<file path="config.mk">
export PLATFORM = sky130hd
export DESIGN_NAME = debounce_scheduler
export DESIGN_NICKNAME = d
export VERILOG_FILES = /design/src/rtl/debounce_scheduler.sv
export SDC_FILE = /design/constraint.sdc
export NUM_CORES = 1
export LEC_CHECK = 0
export CORE_AREA = 8 8 69 71
export DETAILED_ROUTE_END_ITERATION = 8
export DIE_AREA = 0 0 77 79
export PLACE_DENSITY = 0.71
export RECOVER_POWER = 100
export SYNTH_ARGS = -nofsm -noshare
export SYNTH_HDL_FRONTEND = slang
export SYNTH_SLANG_ARGS = --single-unit
</file>
<file path="constraint.sdc">
create_clock -name clk -period 2.4 [get_ports clk]
set_input_delay 0.24 -clock clk [delete_from_list [all_inputs] [get_ports clk]]
set_output_delay 0.24 -clock clk [all_outputs]
set_load 0.1 [all_outputs]
</file>
<file path="src/rtl/debounce_scheduler.sv">
// Shared debounce evaluator: a prescaled tick launches a scan that visits one input per clock.
// Define DEBOUNCE_EDGE_EN to build the registered rise/fall pulse outputs; otherwise they read 0.
module debounce_scheduler #(
    parameter int N_INPUTS = 3,
    parameter int HISTORY  = 8,
    parameter int PRESCALE = 16
) (
    input  logic                clk,
    input  logic                reset,
    input  logic                enable,
    input  logic [N_INPUTS-1:0] buttons,
    output logic [N_INPUTS-1:0] debounced,
    output logic [N_INPUTS-1:0] rise,
    output logic [N_INPUTS-1:0] fall,
    output logic                busy
);

    localparam int CW = $clog2(PRESCALE);
    localparam int IW = (N_INPUTS > 1) ? $clog2(N_INPUTS) : 1;

    typedef enum logic {IDLE, SCAN} state_t;

    state_t                state, state_next;
    logic [IW-1:0]         idx, idx_next;
    logic [CW-1:0]         cnt;
    logic                  tick;
    logic [HISTORY-1:0]    history [N_INPUTS];
    logic [HISTORY-1:0]    h_next;
    logic                  all_ones, all_zeros;

    assign tick = enable && (cnt == CW'(PRESCALE - 1));

    // NOTE: sequential state is written with <= so every flop samples pre-edge values.
    always_ff @(posedge clk) begin
        if (reset) begin
            cnt <= '0;
        end else if (enable) begin
            cnt <= tick ? '0 : cnt + 1'b1;
        end
    end

    always_ff @(posedge clk) begin
        if (reset) begin
            state <= IDLE;
            idx   <= '0;
        end else begin
            state <= state_next;
            idx   <= idx_next;
        end
    end

    // NOTE: defaults first in always_comb so no path leaves an output unassigned (no latches).
    always_comb begin
        state_next = state;
        idx_next   = idx;
        busy       = 1'b0;
        case (state)
            IDLE: begin
                if (tick) begin
                    state_next = SCAN;
                    idx_next   = '0;
                end
            end
            SCAN: begin
                busy = 1'b1;
                if (idx == IW'(N_INPUTS - 1)) begin
                    state_next = IDLE;
                    idx_next   = '0;
                end else begin
                    idx_next = idx + 1'b1;
                end
            end
            default: begin
                state_next = IDLE;
                idx_next   = '0;
            end
        endcase
    end

    // The level decision looks at the history including the sample taken this clock.
    assign h_next    = {history[idx][HISTORY-2:0], buttons[idx]};
    assign all_ones  = &h_next;
    assign all_zeros = ~|h_next;

    // NOTE: the history array is small register storage that must start from all-zeros, so it is reset.
    always_ff @(posedge clk) begin
        if (reset) begin
            for (int i = 0; i < N_INPUTS; i++) begin
                history[i] <= '0;
            end
            debounced <= '0;
        end else if (state == SCAN) begin
            history[idx] <= h_next;
            if (all_ones) begin
                debounced[idx] <= 1'b1;
            end else if (all_zeros) begin
                debounced[idx] <= 1'b0;
            end
        end
    end

`ifdef DEBOUNCE_EDGE_EN
    always_ff @(posedge clk) begin
        if (reset) begin
            rise <= '0;
            fall <= '0;
        end else begin
            rise <= '0;
            fall <= '0;
            if (state == SCAN) begin
                rise[idx] <= all_ones && !debounced[idx];
                fall[idx] <= all_zeros && debounced[idx];
            end
        end
    end
`else
    assign rise = '0;
    assign fall = '0;
`endif

endmodule
</file>
==> metrics.txt <==
# TYPE chip_impl_metric gauge
chip_impl_metric{name="grt_pass1_vias",unit=""} 1149
chip_impl_metric{name="synthCells",unit=""} 141
chip_impl_metric{name="die_wd",unit="microns"} 77
chip_impl_metric{name="crit_required",unit="ps"} 2560
chip_impl_metric{name="critical-path-max-stage-delay",unit="ps"} 600
chip_impl_info{name="rsz_0062_raised_after_global_routing",value="false"} 1
chip_impl_metric{name="initialDrtViolationCount",unit=""} 85
chip_impl_metric{name="seq_area_frac_synth",unit="%"} 59.1
chip_impl_metric{name="floorplan.die_area",unit="sq mm"} 0.00608
chip_impl_metric{name="post-cts-setup-buffer-count",unit=""} 0
chip_impl_info{name="cp_cell_sequence",value="mux4_2, nor4_1, nand4_1, o311ai_2, o31ai_1"} 1
chip_impl_metric{name="cts.sink_count",unit=""} 40
chip_impl_metric{name="rows",unit=""} 23
chip_impl_metric{name="post-dp-hpwl",unit="mm"} 2.45
chip_impl_metric{name="detail_route.wirelength",unit="mm"} 3.57
chip_impl_metric{name="diodes",unit=""} 0
chip_impl_info{name="cp_top_family",value="multiplexers"} 1
chip_impl_metric{name="final_hold_vios",unit=""} 0
chip_impl_metric{name="peak_supply_drop",unit="mV"} 0.345
chip_impl_metric{name="fp.dieH",unit="microns"} 79
chip_impl_metric{name="gpl.final_weighted_congestion",unit=""} 0.864
chip_impl_info{name="cts_root_buf",value="sky130_fd_sc_hd__clkbuf_8"} 1
chip_impl_metric{name="syn_area_per_cell",unit="sq um"} 13.0
chip_impl_metric{name="worstPathArrival",unit="ps"} 2260
chip_impl_metric{name="areaGrowthSynthToFinish",unit="%"} 9.23
chip_impl_metric{name="cts-buffers-inserted",unit=""} 5
chip_impl_info{name="final_common_cell",value="sky130_fd_sc_hd__edfxtp_1"} 1
chip_impl_metric{name="grt_first_pass_wirelength",unit="mm"} 5.76
chip_impl_metric{name="report.final.slew_viol_count",unit=""} 0
chip_impl_metric{name="design.final.nets",unit=""} 161
chip_impl_info{name="worstSetupEndpointType",value="flip-flop"} 1
chip_impl_metric{name="design.core.area",unit="sq mm"} 0.00380
chip_impl_info{name="setup.worst_path.start_class",value="flip-flop"} 1
chip_impl_metric{name="max-clock-path-buffers",unit=""} 2
chip_impl_metric{name="fin_total_pwr",unit="W"} 0.00127
chip_impl_metric{name="total_drc_errors_in_the_routed_layout",unit=""} 0
chip_impl_metric{name="drt.antenna.violating_nets",unit=""} 0
chip_impl_info{name="final_cell_mix",value="28 x sky130_fd_sc_hd__edfxtp_1, 17 x sky130_fd_sc_hd__and3_1, 13 x sky130_fd_sc_hd__nand2_1, 11 x sky130_fd_sc_hd__dfxtp_1"} 1
chip_impl_metric{name="postSynth.asyncResetShare",unit="%"} 0
chip_impl_metric{name="path_buf_inv",unit=""} 0
chip_impl_info{name="cpMaxStageDelayCell",value="sky130_fd_sc_hd__mux4_2"} 1
chip_impl_metric{name="layout-drive-gt1-share",unit="%"} 16.8
chip_impl_info{name="min-delay-path-class",value="reg -> reg"} 1
chip_impl_metric{name="filler_cell_count",unit=""} 341
chip_impl_metric{name="yosys_warnings",unit=""} 0
chip_impl_metric{name="drt_pass1_iterations",unit=""} 4
chip_impl_info{name="critical_path_class",value="reg -> reg"} 1
chip_impl_metric{name="timing_limited_maximum_frequency",unit="GHz"} 0.477
chip_impl_metric{name="cts.reportedPaths.clkPinSlew",unit="ps"} 70
chip_impl_metric{name="setup-tns-final",unit="ps"} 0
chip_impl_metric{name="numPortBuffers",unit=""} 9
chip_impl_metric{name="globalRouteTotalUtil",unit="%"} 12.2
chip_impl_info{name="outcome",value="finished clean"} 1
chip_impl_metric{name="number_of_hold_buffers_added_after_cts",unit=""} 0
chip_impl_metric{name="critical_path.max_fanout",unit=""} 8
chip_impl_metric{name="worstSkewPairLatency",unit="ps"} 290
chip_impl_metric{name="min_period",unit="ps"} 2100
chip_impl_info{name="synth-main-ff-cell",value="sky130_fd_sc_hd__edfxtp_1"} 1
chip_impl_metric{name="pin_count_of_the_biggest_net_entering_global_routing",unit=""} 20
chip_impl_metric{name="timing_worst_slew_pin_value",unit="ps"} 1170
chip_impl_metric{name="max_capacitance_violation_total",unit=""} 0
chip_impl_metric{name="post-route-util",unit="%"} 52.6
chip_impl_info{name="cts_tree",value="done"} 1
chip_impl_metric{name="fin_worst_hold_slack",unit="ps"} 530
chip_impl_metric{name="setup_viol",unit=""} 0
chip_impl_metric{name="initial_antenna_violation_count",unit=""} 0
chip_impl_metric{name="routed_wire_length_per_instance",unit="microns"} 17.4
chip_impl_metric{name="grt-ovfl-total",unit=""} 0
chip_impl_metric{name="floorplan.initialDensity",unit="%"} 48.2
chip_impl_metric{name="route.vias.total",unit=""} 1142
chip_impl_metric{name="clock-skew-final",unit="ps"} 7.08
chip_impl_metric{name="worst-r2r-setup-slack",unit="ps"} 300
chip_impl_metric{name="ios",unit=""} 16
chip_impl_metric{name="power-per-cell-area",unit="mW/mm^2"} 634
chip_impl_metric{name="cellLeakagePower",unit="nW"} 0.747
chip_impl_metric{name="syn-cell-area",unit="sq mm"} 0.00183
chip_impl_metric{name="r2r_worst_path_depth",unit=""} 5
chip_impl_metric{name="htree_num_levels",unit=""} 2
chip_impl_metric{name="hold_depth",unit=""} 2
chip_impl_metric{name="synth_edf_count",unit=""} 28
chip_impl_metric{name="slew_headroom",unit="%"} 22.1
chip_impl_metric{name="post_drt_via_cell_ratio",unit=""} 5.57
chip_impl_metric{name="min_period_over_period",unit="%"} 87.4
chip_impl_metric{name="number_of_distinct_standard_cells_referenced_by_the_synthesized_netlist",unit=""} 39
chip_impl_metric{name="ys_ff_latch",unit=""} 40
synthesized netlist by cell type, types with 2 or more instances:
cell / instances / area [sq um]
sky130_fd_sc_hd__nor2_1: 7 / 26.3
sky130_fd_sc_hd__nand3_1: 2 / 10.0
sky130_fd_sc_hd__o211ai_1: 2 / 15.0
sky130_fd_sc_hd__inv_1: 3 / 11.3
sky130_fd_sc_hd__nor2b_1: 2 / 12.5
sky130_fd_sc_hd__nand2_1: 13 / 48.8
sky130_fd_sc_hd__dfxtp_1: 12 / 240
sky130_fd_sc_hd__mux2i_1: 2 / 20.0
sky130_fd_sc_hd__clkbuf_1: 4 / 15.0
sky130_fd_sc_hd__and3_2: 3 / 22.5
sky130_fd_sc_hd__buf_4: 7 / 52.6
sky130_fd_sc_hd__and3_1: 17 / 106
sky130_fd_sc_hd__mux2_2: 4 / 45.0
sky130_fd_sc_hd__a21oi_1: 2 / 10.0
sky130_fd_sc_hd__edfxtp_1: 28 / 841
sky130_fd_sc_hd__mux4_2: 5 / 113
sky130_fd_sc_hd__a22oi_1: 2 / 15.0
sky130_fd_sc_hd__buf_6: 2 / 22.5
sky130_fd_sc_hd__nor3_1: 2 / 10.0
sky130_fd_sc_hd__nand4_1: 2 / 12.5
sky130_fd_sc_hd__o21ai_1: 2 / 10.0
layout make-up:
type,instances,area (sq um),area share (%)
Tap cell,50,62.6,3.13
Clock inverter,1,5.00,0.250
Inverter,3,11.3,0.564
Timing Repair Buffer,15,106,5.32
Multi-Input combinational cell,89,654,32.7
Sequential cell,40,1080,54.2
Clock buffer,7,76.3,3.82
worst max-delay path by stage:
| stage | from | to | slack (ps) | cells after the start |
|---|---|---|---|---|
| after global routing | flip-flop | flip-flop | 180 | 5 |
| after global placement | flip-flop | flip-flop | 250 | 5 |
| after floorplan | state | history[3][0] | 110 | 4 |
| after CTS | flip-flop | flip-flop | 120 | 5 |
| final | flip-flop | flip-flop | 300 | 5 |
| after detailed placement | flip-flop | flip-flop | 150 | 5 |
what timing repair did:
action,CTS,global route
gates resized for setup,0,1
setup endpoints to repair,0,1
endpoints found under the hold margin,0,0
stage by stage:
| stage | instances | worst slack (ps) | area, sq um |
|---|---|---|---|
| CTS | 205 | 121 | 2020 |
| global route | 205 | 176 | 2000 |
| detailed placement | 197 | 149 | 1940 |
| finish | 205 | 302 | 2000 |
| floorplan | 146 | 115 | 1850 |
| global placement | 197 | 251 | 1940 |
worst reg2reg max path, cell delays in order (launching register included):
cell and delay [ps]:
sky130_fd_sc_hd__dfxtp_2 470, sky130_fd_sc_hd__mux4_2 600, sky130_fd_sc_hd__nor4_1 310, sky130_fd_sc_hd__nand4_1 220
sky130_fd_sc_hd__o311ai_2 260, sky130_fd_sc_hd__o31ai_1 130
logic make-up (layout without fill, tap and decap cells):
family	Yosys count	in the layout	synth area share (%)
AOI/OAI and AO/OA	15	15	6.16
xor gates and xnor gates	1	1	0.479
adders and majority gates	1	1	0.684
buffers and inverters	17	26	5.81
DFF	40	40	59.1
muxes	12	12	11.1
other	1	6	0.205
and+or+nand+nor	54	54	16.4
power by group:
part | switching (W) | leakage [nW] | internal (W) | total [W]
clock network | 0.000215 | 0.0422 | 0.000204 | 0.000419
logic | 0.0000670 | 0.338 | 0.0000205 | 0.0000875
registers | 0.00000763 | 0.366 | 0.000754 | 0.000761
total | 0.000290 | 0.747 | 0.000978 | 0.00127
per-layer routing:
layer	track usage [%]	vias to the layer above	part of all wire (%)
li1	-	547	-
met1	15.7	551	46
met2	18.7	37	47
met3	3.27	7	5.0
met4	5.66	0	2.0
met5	0	-	0
No activity file was read; power rests on OpenSTA's default activity.
